### src/rtl/sub16_if.sv
// sub16_if: operand/result bundle for the registered signed subtractor.
interface sub16_if #(parameter int WIDTH = 16);
    logic             in_valid;
    logic [WIDTH-1:0] a;
    logic [WIDTH-1:0] b;
    logic             clr_sticky;
    logic             out_valid;
    logic [WIDTH-1:0] result;
    logic             overflow;
    logic             zero;
    logic             negative;
    logic             borrow;
    logic             ovf_sticky;
    modport master (
        output in_valid, a, b, clr_sticky,
        input  out_valid, result, overflow, zero, negative, borrow, ovf_sticky
    );
    modport slave (
        input  in_valid, a, b, clr_sticky,
        output out_valid, result, overflow, zero, negative, borrow, ovf_sticky
    );
endinterface

### src/rtl/sub16_signed.sv
// sub16_signed: registered A - B with signed overflow, status flags and sticky overflow.
module sub16_signed #(parameter int WIDTH = 16) (
    input logic   clk,
    input logic   rst_n,
    sub16_if.slave bus
);
    localparam int MSB = WIDTH - 1;
    logic [WIDTH-1:0] nb, r;
    logic             ovf;
    logic             out_valid_d, out_valid_q;
    logic [WIDTH-1:0] result_d, result_q;
    logic             overflow_d, overflow_q;
    logic             zero_d, zero_q;
    logic             negative_d, negative_q;
    logic             borrow_d, borrow_q;
    logic             ovf_sticky_d, ovf_sticky_q;
    // Overflow is that of A + (-B); with B = most-negative this reduces to A[MSB].
    always_comb begin
        nb           = ~bus.b + 1'b1;
        r            = bus.a + nb;
        ovf          = (bus.a[MSB] == nb[MSB]) && (r[MSB] != bus.a[MSB]);
        out_valid_d  = bus.in_valid;
        result_d     = bus.in_valid ? r : result_q;
        overflow_d   = bus.in_valid ? ovf : overflow_q;
        zero_d       = bus.in_valid ? (r == '0) : zero_q;
        negative_d   = bus.in_valid ? r[MSB] : negative_q;
        borrow_d     = bus.in_valid ? (bus.a < bus.b) : borrow_q;
        ovf_sticky_d = (bus.in_valid && ovf) ? 1'b1 : bus.clr_sticky ? 1'b0 : ovf_sticky_q;
    end
    always_ff @(posedge clk) begin
        if (!rst_n) begin
            out_valid_q  <= 1'b0;
            result_q     <= '0;
            overflow_q   <= 1'b0;
            zero_q       <= 1'b0;
            negative_q   <= 1'b0;
            borrow_q     <= 1'b0;
            ovf_sticky_q <= 1'b0;
        end else begin
            out_valid_q  <= out_valid_d;
            result_q     <= result_d;
            overflow_q   <= overflow_d;
            zero_q       <= zero_d;
            negative_q   <= negative_d;
            borrow_q     <= borrow_d;
            ovf_sticky_q <= ovf_sticky_d;
        end
    end
    assign bus.out_valid  = out_valid_q;
    assign bus.result     = result_q;
    assign bus.overflow   = overflow_q;
    assign bus.zero       = zero_q;
    assign bus.negative   = negative_q;
    assign bus.borrow     = borrow_q;
    assign bus.ovf_sticky = ovf_sticky_q;
endmodule

### src/flat_wrapper.sv
// flat-port wrapper written by rule: the top's interface ports become plain ports
module sub16_signed_flat 
#(parameter int WIDTH = 16)
  (clk, rst_n, bus_in_valid, bus_a, bus_b, bus_clr_sticky, bus_out_valid, bus_result, bus_overflow, bus_zero, bus_negative, bus_borrow, bus_ovf_sticky);
  sub16_if #(.WIDTH(WIDTH)) bus_i ();
  input logic clk;
  input logic rst_n;
  input wire logic [$bits(bus_i.in_valid)-1:0] bus_in_valid;
  input wire logic [$bits(bus_i.a)-1:0] bus_a;
  input wire logic [$bits(bus_i.b)-1:0] bus_b;
  input wire logic [$bits(bus_i.clr_sticky)-1:0] bus_clr_sticky;
  output wire logic [$bits(bus_i.out_valid)-1:0] bus_out_valid;
  output wire logic [$bits(bus_i.result)-1:0] bus_result;
  output wire logic [$bits(bus_i.overflow)-1:0] bus_overflow;
  output wire logic [$bits(bus_i.zero)-1:0] bus_zero;
  output wire logic [$bits(bus_i.negative)-1:0] bus_negative;
  output wire logic [$bits(bus_i.borrow)-1:0] bus_borrow;
  output wire logic [$bits(bus_i.ovf_sticky)-1:0] bus_ovf_sticky;
  assign bus_i.in_valid = bus_in_valid;
  assign bus_i.a = bus_a;
  assign bus_i.b = bus_b;
  assign bus_i.clr_sticky = bus_clr_sticky;
  assign bus_out_valid = bus_i.out_valid;
  assign bus_result = bus_i.result;
  assign bus_overflow = bus_i.overflow;
  assign bus_zero = bus_i.zero;
  assign bus_negative = bus_i.negative;
  assign bus_borrow = bus_i.borrow;
  assign bus_ovf_sticky = bus_i.ovf_sticky;
  sub16_signed #(.WIDTH(WIDTH)) u_core (.clk(clk), .rst_n(rst_n), .bus(bus_i));
endmodule
### config.mk
export PLATFORM = sky130hd
export DESIGN_NAME = sub16_signed_flat
export DESIGN_NICKNAME = d
export VERILOG_FILES = /design/src/rtl/sub16_if.sv /design/src/rtl/sub16_signed.sv /design/src/flat_wrapper.sv
export SDC_FILE = /design/constraint.sdc
export NUM_CORES = 1
export LEC_CHECK = 0
export ABC_AREA = 0
export CAP_MARGIN = 0
export CELL_PAD_IN_SITES_DETAIL_PLACEMENT = 1
export CELL_PAD_IN_SITES_GLOBAL_PLACEMENT = 1
export CORE_ASPECT_RATIO = 2
export CORE_MARGIN = 3
export CORE_UTILIZATION = 35
export DETAILED_ROUTE_END_ITERATION = 10
export GPL_TIMING_DRIVEN = 1
export PLACE_DENSITY_LB_ADDON = 0.1
export SYNTH_ARGS = -nofsm -noshare
export SYNTH_HDL_FRONTEND = slang
export SYNTH_SLANG_ARGS = --single-unit
### constraint.sdc
create_clock -name clk -period 5.37 [get_ports clk]
set_clock_uncertainty 0.15 [all_clocks]
set_input_delay 0.8055 -clock clk [delete_from_list [all_inputs] [get_ports clk]]
set_output_delay 0.8055 -clock clk [all_outputs]
set_load 0.01 [all_outputs]
After elaboration in Yosys (flattened, before gate mapping) --
Index checks and enable logic that the tools add are counted.
Storage, ports and cells: bits in registers 22, input port bits 36, memories 0, bits in latches 0, logic and storage cells 19, bits in writable memories 0, ROM bits 0
Cells by class: order comparisons 1, divide/modulo/power cells 0, multiply operators 0, shift operators 0, mux-type cells 2, equal/unequal tests 2, add/sub/neg operators 2, reductions and logical operators 4, bitwise logic cells 1
Operators with widths (count):
- adder 16 x 1 -> 16 bit, second input constant | 1
- adder 16 bit | 1
- zero test 16 bit | 1
- less-than comparator 16 bit | 1
- inverter 16 bit | 1
- logical AND 1 bit | 2
- 2-to-1 mux 1 bit | 2
- nonzero test 2 bit | 1
- == test 1 bit | 1
- != test 1 bit | 1

Logic depth before layout (Yosys ltp) --
depth after elaboration 7, gate-level depth with buffers 15, mapped depth without buffers 14

Least setup slack after synthesis --
No wires, ideal clock.
path type input-to-reg, start point in bus_b[5], end point reg u_core.zero_q (netlist: u_core.bus.zero), data required time 5.136 ns, path buffers 1, library setup time 0.084 ns, arrival 3.750 ns, path slack 1.386 ns, cell stages on the path 14, path through nor3_1 nand4_1 nor2_1 nand3_1 xnor2_1 ha_1 buf_4 a21o_1 a221oi_2 o31a_1 xnor2_1 or4_1 a2111o_1 o31ai_2
Between the ends: cells in the longest elaborated chain, start to end 4
RTL lines:
- start: declaration | line flat_wrapper.sv:10 | input wire logic [$bits(bus_i.b)-1:0] bus_b;
- inverter 16 bit | line sub16_signed.sv:19 | nb = ~bus.b + 1'b1;
- adder 16 x 1 -> 16 bit | line sub16_signed.sv:19
- adder 16 bit | line sub16_signed.sv:20 | r = bus.a + nb;
- zero test 16 bit | line sub16_signed.sv:25 | zero_d = bus.in_valid ? (r == '0) : zero_q;
- end signal: assignment | line sub16_signed.sv:43 | zero_q <= zero_d;
- end: declaration | line sub16_signed.sv:13 | logic zero_d, zero_q;
Every way passes these cells. A chain may end at the register's enable or synchronous reset.

Worst setup path after layout --
Same ends and word-level chain as after synthesis.

==> out/results.ini <==
[setup_path]
critPathRequiredTime_ns = 5.40
path_class = in2reg
reg2reg_from = u_core.bus.result[12]
crit_fanout = 8
crit_start = bus_b[5]
worstRegToRegCells = 2
worstReg2RegEnd = u_core.bus.result[12]
crit_slowest_cell = or4_1
path_cells = clkdlybuf4s50_1, nor3_1, nand4_1, nor2_1, nand3_1, xnor2_1, ha_1, a21o_1, a221oi_2, o31a_1, xnor2_1, or4_1, a2111o_1, o31ai_2
cp.arrival_ns = 4.66
cp-end-kind = flip-flop
worstSetupStartpointType = input pin
rrSetupSlack_ns = 4.46
path_common_cell = xnor2_1
slowest_delay_ns = 0.52

[clock_tree]
cts_tree = done
cts-htree-levels = 1
worstSkewPairLatency_ns = 0.26
cts_buffers = 3
cts_setup_buffers = 0
clk_path_buf_depth = 2
clk_pin_slew_ns = 0.06
cts_sinks = 21
root_buffer = clkbuf_16
cts_hold_buf = 0
cts_resized = 0

[min_path]
holdPathEnd = u_core.bus.overflow
min_path_type = reg2reg
hold_depth = 2
hp-start = u_core.bus.overflow

[synthesis]
synth_warnings = 0
synth_edf_count = 0
syn_inst = 271
yosysSeqAreaShare_pct = 18.7
ys_ff_latch = 21
netlist.area_leader.share_pct = 19.5
synth_ff_type = dfxtp_1
synth_top_area_cell = ha_1
syn_nets = 343
ys_types = 57
syn_area_sq_mm = 0.00224
avgSynthCellArea_sq_um = 8.28
synth_area_leaders = ha_1 20%, dfxtp_1 19%, xnor2_1 7.8%
ys_async_sr_fraction_pct = 0

[floorplanning]
start_util_pct = 36.7
dieArea_sq_mm = 0.00746
fp-row-count = 40
die_h_um = 119
core-area_sq_mm = 0.00611
pin_count = 58
die_x_um = 62.6

[drt]
vias = 2142
first_pass_iters = 3
viasPerCell = 5.21
routed_wl_mm = 6.19
drc_errors = 0
post_drt_wl_per_cell_um = 15.1
drtIter0Drc = 24
ant_nets = 0

[sta]
min_period_over_period_pct = 86.2
max_slew_margin_pct = 64.4
fin_setup_tns_ns = 0
finalSetupViolCount = 0
max_freq_mhz = 216
hold_violations = 0
drv_slew = 0
fin_crit_ns = 4.63
rsz0062_at_grt = no
tightest_slew_ns = 0.533

[final_layout]
final_cell_mix = 57 x clkdlybuf4s50_1, 35 x ha_1, 24 x inv_1
syn_to_final_growth_pct = 32.6
design_area_sq_mm = 0.00297
final.fill_count = 765
nets = 400
mostFrequentLayoutCell = clkdlybuf4s50_1
antenna_cells = 0
drive_gt1_share_pct = 4.89

[power_and_ir_drop]
power_frac_clock_pct = 26.3
seqPwrFrac_pct = 29.8
irDropWorstVdd_uv = 228
power_leakage_nw = 1.28
p_sw_share_pct = 32.8
p_int_mw = 0.407
comb_power_share_pct = 43.9
switching_power_mw = 0.199
power_density_mw_per_mm2 = 204

[global_route]
grtUsageTotal_pct = 17.7
grt_pass1_vias = 2356
grt_antenna_before_repair = 0
grt_max_degree = 20
globalRouteOverflowTotal = 0
grt_pass1_wl_mm = 10.9

[placed_design]
dpl_cell_area_sq_mm = 0.00290
dp_hpwl_mm = 5.26
routabilityCongestion = 0.789
portBuffers = 57

[run_status]
status = complete, no violations

[job]
cap_violations = 0

==> registers in the layout (all words and copies together) (netlist names) <==
register / count
u_core.bus.borrow: 1
u_core.bus.overflow: 1
u_core.bus.result: 15
u_core.bus.ovf_sticky: 1
u_core.bus.zero: 1
u_core.bus.negative: 1
u_core.bus.out_valid: 1
==> routing by layer <==
layer | part of all wire (%) | vias to the layer above | global-route usage (%)
li1 | - | 1079 | -
met3 | 2.6 | 9 | 2.36
met2 | 54 | 38 | 33.0
met5 | 0 | - | 0
met1 | 41 | 1016 | 19.9
met4 | 2.2 | 0 | 6.64
==> kinds of logic after synthesis <==
kind of cell	synth area share, %
buf+inv	5.91
simple gates	19.4
fa+ha+maj	20.4
flops	18.7
xor+xnor	10.2
mux	4.02
compound gates	21.4
==> synth_stat cells, types with 7 or more instances <==
| cell | n |
|---|---|
| a21oi_1 | 12 |
| dfxtp_1 | 21 |
| ha_1 | 35 |
| inv_1 | 24 |
| mux2i_1 | 9 |
| nand2_1 | 20 |
| nand3_1 | 8 |
| nor2_1 | 10 |
| nor2b_1 | 16 |
| nor3_1 | 7 |
| xnor2_1 | 20 |
==> metrics by stage <==
| stage | worst slack [ns] | power, mW | util (%) | hold WS, ns | instances |
|---|---|---|---|---|---|
| after floorplan | 1.39 | 0.348 | - | 0.317 | 271 |
| after global placement | 0.630 | 0.448 | 47.4 | 0.295 | 407 |
| final | 0.743 | 0.606 | 48.7 | 0.304 | 411 |
| after global routing | 0.450 | 0.652 | 48.7 | 0.352 | 411 |
| after CTS | 0.705 | 0.614 | 48.7 | 0.312 | 411 |
| after detailed placement | 0.445 | 0.450 | 47.4 | 0.299 | 407 |
==> worst max-delay path by stage <==
| stage | to | slack [ns] | cells after the start |
|---|---|---|---|
| final | u_core.bus.zero | 0.74 | 14 |
| after detailed placement | u_core.bus.zero | 0.45 | 15 |
| after global placement | u_core.bus.zero | 0.63 | 14 |
| after global routing | u_core.bus.zero | 0.45 | 14 |
| after floorplan | u_core.bus.zero | 1.39 | 14 |
| after CTS | u_core.bus.zero | 0.71 | 15 |
==> layout make-up <==
| type | count | area [sq um] | area share [%] |
|---|---|---|---|
| repair buffers | 59 | 586 | 19.7 |
| multi-input cells | 218 | 1690 | 56.8 |
| inverters | 25 | 93.8 | 3.16 |
| well taps | 84 | 105 | 3.53 |
| flip-flops and latches | 21 | 420 | 14.1 |
| clock buffers | 4 | 78.8 | 2.65 |
==> critical path, delay by kind of cell <==
kind / cells / cell delay, ns
XOR/XNOR: 2 / 0.28
buffers and inverters: 1 / 0.46
AND/OR/NAND/NOR: 5 / 1.52
AO/OA/AOI/OAI: 5 / 1.22
adder cells (fa/ha/maj): 1 / 0.35
==> power groups by stage <==
stage                     Combinational, mW  Clock [mW]  Sequential (mW)
after global routing                  0.298       0.172            0.182
after global placement                0.264           0            0.184
after floorplan                       0.158           0            0.190
after CTS                             0.270       0.164            0.181
after detailed placement              0.267           0            0.183
final                                 0.266       0.159            0.181
Note: power is estimated with default switching activity, not from simulation.
